File: config.mk
export PLATFORM = sky130hd
export DESIGN_NAME = exe_mem_stage_buf
export DESIGN_NICKNAME = d
export VERILOG_FILES = /design/src/rtl/exe_mem_stage_buf_pkg.sv /design/src/rtl/exe_mem_stage_buf_entry.sv /design/src/rtl/exe_mem_stage_buf.sv
export SDC_FILE = /design/constraint.sdc
export NUM_CORES = 1
export LEC_CHECK = 0
export BUFFER_PORTS_ARGS = -buffer_cell sky130_fd_sc_hd__buf_2
export CAP_MARGIN = 20
export CORE_MARGIN = 2
export CORE_UTILIZATION = 25
export CTS_CLUSTER_DIAMETER = 100
export DETAILED_ROUTE_END_ITERATION = 8
export PLACE_DENSITY = 0.5
export SLEW_MARGIN = 25
export SYNTH_ARGS = -nofsm -noshare
export SYNTH_HDL_FRONTEND = slang
export SYNTH_SLANG_ARGS = --single-unit
File: constraint.sdc
create_clock -name clk -period 2.5 [get_ports clk]
set_clock_uncertainty 0.15 [all_clocks]
set_input_delay 0.375 -clock clk [delete_from_list [all_inputs] [get_ports clk]]
set_output_delay 0.375 -clock clk [all_outputs]
set_load 0.01 [all_outputs]
File: src/rtl/exe_mem_stage_buf_pkg.sv
// Shared EX/MEM boundary definitions: control-bit layout, data field offsets
// and the skid-buffer state encoding.
package exe_mem_stage_buf_pkg;

    localparam int EXM_CTRL_W = 8;

    localparam int WB_EN    = 0;
    localparam int MEM_R_EN = 1;
    localparam int MEM_W_EN = 2;
    localparam int DEST_LSB = 3;
    localparam int DEST_MSB = 7;

    localparam int FIELD_W   = 32;
    localparam int ALU_LSB   = 0;
    localparam int STORE_LSB = 32;
    localparam int PC_LSB    = 64;
    localparam int IMM_LSB   = 96;

    typedef enum logic [1:0] {
        EMPTY = 2'd0,
        ONE   = 2'd1,
        FULL  = 2'd2
    } buf_state_t;

endpackage

File: src/rtl/exe_mem_stage_buf_entry.sv
// One pipeline register entry: ctrl+data storage with load enable and a
// synchronous valid clear. Load wins over clear.
module pipe_entry #(
    parameter int CTRL_W = 8,
    parameter int DATA_W = 128
) (
    input  logic              clk,
    input  logic              rst,
    input  logic              load,
    input  logic              clear,
    input  logic [CTRL_W-1:0] d_ctrl,
    input  logic [DATA_W-1:0] d_data,
    output logic              valid,
    output logic [CTRL_W-1:0] q_ctrl,
    output logic [DATA_W-1:0] q_data
);

    always_ff @(posedge clk) begin
        if (rst) begin
            valid  <= 1'b0;
            q_ctrl <= '0;
            q_data <= '0;
        end else if (load) begin
            valid  <= 1'b1;
            q_ctrl <= d_ctrl;
            q_data <= d_data;
        end else if (clear) begin
            valid  <= 1'b0;
        end
    end

endmodule

File: src/rtl/exe_mem_stage_buf.sv
// Elastic EX->MEM boundary: valid/ready stage with optional registered-ready
// skid buffer, synchronous flush and control masking on bubbles.
module exe_mem_stage_buf
    import exe_mem_stage_buf_pkg::*;
#(
    parameter int CTRL_W = EXM_CTRL_W,
    parameter int DATA_W = 128,
    parameter bit SKID   = 1'b1
) (
    input  logic              clk,
    input  logic              rst,
    input  logic              flush,
    input  logic              in_valid,
    output logic              in_ready,
    input  logic [CTRL_W-1:0] in_ctrl,
    input  logic [DATA_W-1:0] in_data,
    output logic              out_valid,
    input  logic              out_ready,
    output logic [CTRL_W-1:0] out_ctrl,
    output logic [DATA_W-1:0] out_data,
    output logic [1:0]        occupancy
);

    logic              in_xfer, out_xfer;
    logic              main_load, main_clear, main_valid;
    logic [CTRL_W-1:0] main_d_ctrl, main_ctrl;
    logic [DATA_W-1:0] main_d_data;

    assign in_xfer   = in_valid & in_ready;
    assign out_xfer  = out_valid & out_ready;
    assign out_valid = main_valid;
    // Bubbles never present enables downstream, even if main still holds old bits.
    assign out_ctrl  = main_valid ? main_ctrl : '0;

    pipe_entry #(.CTRL_W(CTRL_W), .DATA_W(DATA_W)) u_main (
        .clk    (clk),
        .rst    (rst),
        .load   (main_load),
        .clear  (main_clear),
        .d_ctrl (main_d_ctrl),
        .d_data (main_d_data),
        .valid  (main_valid),
        .q_ctrl (main_ctrl),
        .q_data (out_data)
    );

    generate
        if (SKID) begin : g_skid
            buf_state_t        state, state_nxt;
            logic              skid_load, skid_clear, skid_valid, main_from_skid;
            logic [CTRL_W-1:0] skid_ctrl;
            logic [DATA_W-1:0] skid_data;

            pipe_entry #(.CTRL_W(CTRL_W), .DATA_W(DATA_W)) u_skid (
                .clk    (clk),
                .rst    (rst),
                .load   (skid_load),
                .clear  (skid_clear),
                .d_ctrl (in_ctrl),
                .d_data (in_data),
                .valid  (skid_valid),
                .q_ctrl (skid_ctrl),
                .q_data (skid_data)
            );

            always_ff @(posedge clk) begin
                if (rst) state <= EMPTY;
                else     state <= state_nxt;
            end

            always_comb begin
                state_nxt = state;
                if (flush) begin
                    state_nxt = EMPTY;
                end else begin
                    case (state)
                        EMPTY:   if (in_xfer) state_nxt = ONE;
                        ONE: begin
                            if (in_xfer && !out_xfer)      state_nxt = FULL;
                            else if (!in_xfer && out_xfer) state_nxt = EMPTY;
                        end
                        FULL:    if (out_xfer) state_nxt = ONE;
                        default: state_nxt = EMPTY;
                    endcase
                end
            end

            always_comb begin
                main_load      = 1'b0;
                main_clear     = 1'b0;
                main_from_skid = 1'b0;
                skid_load      = 1'b0;
                skid_clear     = 1'b0;
                if (flush) begin
                    main_clear = 1'b1;
                    skid_clear = 1'b1;
                end else begin
                    case (state)
                        EMPTY: main_load = in_xfer;
                        ONE: begin
                            main_load  = in_xfer & out_xfer;
                            skid_load  = in_xfer & ~out_xfer;
                            main_clear = out_xfer & ~in_xfer;
                        end
                        FULL: begin
                            main_load      = out_xfer;
                            main_from_skid = 1'b1;
                            skid_clear     = out_xfer;
                        end
                        default: main_clear = 1'b1;
                    endcase
                end
            end

            assign main_d_ctrl = main_from_skid ? skid_ctrl : in_ctrl;
            assign main_d_data = main_from_skid ? skid_data : in_data;
            // Decoded from registered state only: no path from out_ready.
            assign in_ready    = (state != FULL);
            assign occupancy   = {1'b0, main_valid} + {1'b0, skid_valid};
        end else begin : g_single
            assign in_ready    = ~main_valid | out_ready;
            assign main_load   = in_xfer & ~flush;
            assign main_clear  = flush | (out_xfer & ~in_xfer);
            assign main_d_ctrl = in_ctrl;
            assign main_d_data = in_data;
            assign occupancy   = {1'b0, main_valid};
        end
    endgenerate

endmodule

# After elaboration in Yosys (flattened, before gate mapping)
# Index checks and enable logic that the tools add are counted.
# word_totals
reg_bits	276
in_bits	141
output_inout_bits	140
word_cells	53
# op_classes
addsub	1
n_eq_ne	6
muxes	22
n_bitwise	7
reduce_logical	10
# op_table
operator	count
$mux 128	1
$mux 8	2
$mux 1	12
$mux 2	4
$ne 2x2->1 const B	3
$pmux 2 s3	1
$and 1x1->1	5
$reduce_bool 2->1	2
$reduce_or 2->1	2
$ne 3x3->1 const B	1
$pmux 1 s3	1
$reduce_and 3->1	1
$add 1x1->2	1
$eq 2x1->1 const B	1
$eq 2x2->1 const B	1
$logic_and 1x1->1	2
$logic_not 1->1	2
$logic_not 2->1	1
$not 1->1	2
$pmux 1 s2	1

# Longest topological paths before layout
# logic_depth
word_depth	8
ltp_mapped	11
ltp_nobuf	7

# Modules after synthesis
# Synthesis repeated with hierarchy kept, for this count alone.
# unflattened
hier_cells	1072
area_unflattened_um2	12125.4
# modules_own_cells
mod	n_inst	cells_per_inst	area_per_inst_um2	seq_area_each_um2
pipe_entry	2	442	4993.5	2742.6
exe_mem_stage_buf	1	188	2138.3	40.0

# Worst setup path before layout
# Ideal clock, no wire load.
# synth_timing
path_type	input-to-reg
from	in out_ready
to	reg u_main.q_data[54]
setup_ns	0.146
t_arrival_ns	2.022
required_time_ns	2.204
slack_ns	0.182
cell_stages	9
n_path_buf	4
cell_sequence	and2_1 > buf_2 > clkbuf_1 > ha_1 > mux2_4 > buf_2 > clkbuf_1 > a221oi_1 > a211oi_2
# synth_via
elab_chain_cells	4
# synth_rtl
element	line	rtl
from (decl)	exe_mem_stage_buf.sv:18	input logic out_ready,
$and 1x1->1 *	exe_mem_stage_buf.sv:30	assign out_xfer = out_valid & out_ready;
$and 1x1->1	exe_mem_stage_buf.sv:101	main_load = in_xfer & out_xfer;
$pmux 1 s3 *	exe_mem_stage_buf.sv:98	case (state)
$mux 1 *	exe_mem_stage_buf.sv:94	if (flush) begin
to (signal assigned)	exe_mem_stage_buf_entry.sv:26	q_data <= d_data;
to (decl)	exe_mem_stage_buf_entry.sv:15	output logic [DATA_W-1:0] q_data
# Every way passes the cells marked *; elsewhere a longest branch is shown, timed or not.
# A chain may end at the register's enable or synchronous reset.

# Worst setup path in the final report
# layout_timing
from	reg g_skid.state[0]
to	reg g_skid.u_skid.q_data[93]
# layout_via
elab_chain_cells	5
elab_cells_between_ends	6
classes_between	eq/ne (2); mux (2); bitwise (2)
# layout_rtl
element	line	rtl
from (decl)	exe_mem_stage_buf.sv:49	buf_state_t state, state_nxt;
from (signal assigned)	exe_mem_stage_buf.sv:68	else state <= state_nxt;
$ne 2x2->1	exe_mem_stage_buf.sv:118	assign in_ready = (state != FULL);
$and 1x1->1	exe_mem_stage_buf.sv:29	assign in_xfer = in_valid & in_ready;
$and 1x1->1	exe_mem_stage_buf.sv:102	skid_load = in_xfer & ~out_xfer;
$mux 1 *	exe_mem_stage_buf.sv:98	
$mux 1 *	exe_mem_stage_buf.sv:94	
to (signal assigned)	exe_mem_stage_buf_entry.sv:26	
to (decl)	exe_mem_stage_buf_entry.sv:15	
# Marked as above.

==> flow_summary_export.csv <==
group,metric,value,unit
critical_path,path_cells,"nand2b_1, and2_1, ha_2, nand4bb_4, buf_16, nand2_1, a21oi_1, dlygate4sd3_1",
critical_path,crit_fanout,57,
run,maxCapViolCount,0,
clock_tree,clock_latency,550,ps
global_route,overflow,0,
logic_synthesis,synth_nets,1429,
global_route,grt_pass1_vias,11100,
final_layout,layout.nets,1768,
worst_hold_path,hold_class,"in2reg",
critical_path,crit_type,"reg2reg",
route,wl,41.4,mm
global_route,grt_pass1_wl,63.5,mm
clock_tree,clk_pin_slew,60,ps
route,drt-initial-drc-count,587,
placement,dpl.hpwl,24.2,mm
global_route,grt_max_degree,97,
sta,final_hold_viol_count,0,
power_and_ir_drop,vdd.ir_drop.worst,0.418,mV
critical_path,cp-start-kind,"flop",
clock_tree,cts_root_buf,"clkbuf_16",
placement,place_ws,223,ps
critical_path,crit_arrival,2610,ps
logic_synthesis,ys_ff_latch,276,
critical_path,reg2regPathDepth,8,
logic_synthesis,synth_cells,1284,
final_layout,final_core_util,0.348,
sta,post-route-min-period,2330,ps
critical_path,regToRegEndpoint,"g_skid.u_skid.q_data[93]",
sta,finalSetupTns,0,ps
status,outcome,"finished clean",
route,drc,0,
route,firstDrtPassIters,5,
global_route,antenna_found_initial,3,
die,die_h,223,um
global_route,grt_usage,0.159,
route,vias,11300,
critical_path,critPathRequiredTime,2780,ps
sta,tightest_slew,608,ps
critical_path,critPathTopFamily,"buffers and inverters",
worst_hold_path,hp-start,"out_ready",
sta,post-route-period-util,0.932,
clock_tree,clock_path_buffers,3,
placement,portBuffers,280,
power_and_ir_drop,powerDensity,678,nW/um^2
critical_path,worst_path_max_delay_cell,"dlygate4sd3_1",
power_and_ir_drop,p_leak,5.92,nW
critical_path,worstReg2RegStart,"g_skid.state[0]",
logic_synthesis,syn_avg_cell_area,9.37,um^2
final_layout,drive_above_1_share,0.255,
critical_path,critPathMaxStageDelay,560,ps
die,core,47600,um^2
route,antenna_left,0,
route,via_per_inst,4.98,
critical_path,cp-end-kind,"flop",
worst_hold_path,hold_path_depth,3,
die,io_pins,281,
final_layout,final_common_cell,"buf_2",
sta,grt_setup_unrepaired,"no",
die,die-area,49900,um^2
placement,place.gp.congestion,0.738,
die,initial_utilization,0.253,
final_layout,syn_to_final_growth,37.9,%
logic_synthesis,seq_area_frac_synth,0.459,
clock_tree,h-tree-depth,2,
sta,max_freq,0.429,GHz
clock_tree,cts_tree,"yes",
logic_synthesis,yosysWarnings,0,
critical_path,rrSetupSlack,170,ps
route,wire_per_inst,18.3,um
logic_synthesis,syn_area,12000,um^2
sta,slew_viol_final,0,
worst_hold_path,hold-path-endpoint,"g_skid.state[0]",
sta,setup-violations-final,0,
clock_tree,cts_buffers,36,
logic_synthesis,ys_types,31,
power_and_ir_drop,power,11.2,mW
final_layout,final_cell_mix,"279 x buf_2, 276 x dfxtp_1, 272 x nand2_1",
die,fp-row-count,80,
sta,holdWs,46.7,ps
critical_path,crit_buf_inv,2,
clock_tree,numClockSinks,276,
sta,setup_slack,170,ps
die,die_w,223,um
sta,relSlewSlack,0.594,
logic make-up after synthesis:
kind of cell    count (synthesis)  share of synthesized area
flops                         276                      0.459
compound gates                415                      0.261
simple gates                  294                     0.0973
mux                           137                      0.114
buf+inv                       158                     0.0639
fa+ha+maj                       4                    0.00416
routing by layer:
layer | GRT usage | up-vias | wire length, um
met4 | 0.0729 | 2 | 1820
met2 | 0.250 | 345 | 18700
met1 | 0.206 | 5434 | 18400
li1 | - | 5415 | -
met3 | 0.0402 | 83 | 2430
met5 | 0 | - | 13
worst max-delay path by stage:
stage	depth (start not counted)	to	start	slack, ps
6_report	8	g_skid.u_skid.q_data[93]	g_skid.state[0]	170
3_3_place_gp	7	u_main.q_ctrl[4]	in_valid	240
2_1_floorplan	9	u_main.q_data[54]	out_ready	180
4_1_cts	8	g_skid.u_skid.q_data[96]	g_skid.state[0]	50
5_1_grt	8	g_skid.u_skid.q_data[96]	g_skid.state[0]	20
3_5_place_dp	7	u_main.q_data[29]	g_skid.state[0]	220
cell usage after synthesis:
cell	instances	area, um^2
a211oi_1	97	728
a211oi_2	40	500
a21oi_1	137	686
a221oi_1	136	1190
a22o_1	1	8.76
a22oi_1	1	7.51
and2_1	10	62.6
buf_1	4	15.0
buf_2	41	205
buf_4	16	120
buf_6	7	78.8
clkbuf_1	84	315
clkbuf_4	3	22.5
dfxtp_1	276	5530
ha_1	4	50.1
inv_1	3	11.3
mux2_4	1	15.0
mux2i_1	136	1360
nand2_1	272	1020
nand2b_1	1	6.26
nand3_1	1	5.00
nand3b_1	1	7.51
nand4b_1	1	8.76
nand4bb_1	1	11.3
nor2_1	1	3.75
nor2b_1	2	12.5
nor3_1	2	10.0
nor3b_2	1	12.5
nor4bb_1	1	10.0
o21ai_0	2	10.0
o22a_1	1	8.76
per-stage QoR:
step                instance area [um^2]  cells
CTS                                16600   2263
global placement                   14000   2061
global route                       16600   2264
finish                             16600   2266
floorplan                          12000   1284
detailed placement                 14000   2061
layout make-up:
cell class	count	area, um^2
inverters	3	11.3
repair buffers	456	3310
diodes	3	7.51
clock buffers	54	1080
clock inverters	9	87.6
fillers	4917	31100
well taps	615	769
multi-input cells	850	5800
flip-flops and latches	276	5530
power breakdown:
group / leakage [nW] / switching, mW / internal, mW
Combinational: 3.10 / 0.748 / 0.634
Clock: 0.574 / 2.08 / 3.09
Sequential: 2.25 / 0.0998 / 4.59
Total: 5.92 / 2.93 / 8.32
worst register-to-register path: cells and delay by family (launching register included):
kind	cells	cell delay [ps]
compound gates	1	60
fa+ha+maj	1	240
buf+inv	2	810
flops	1	330
simple gates	4	650
registers in the layout (all words and copies together), names as in the netlist:
name	count
u_main.q_ctrl	8
g_skid.u_skid.q_ctrl	8
g_skid.u_skid.q_data	128
g_skid.state	2
u_main.valid	1
u_main.q_data	128
g_skid.u_skid.valid	1
what timing repair did:
item / in CTS / in global routing
hold buffers: 139 / 0
endpoints found under the hold margin: 154 / 0
setup endpoints to repair: 0 / 2
setup buffers: 0 / 0
resized for setup: 0 / 2
Note: power is estimated with default switching activity, not from simulation.
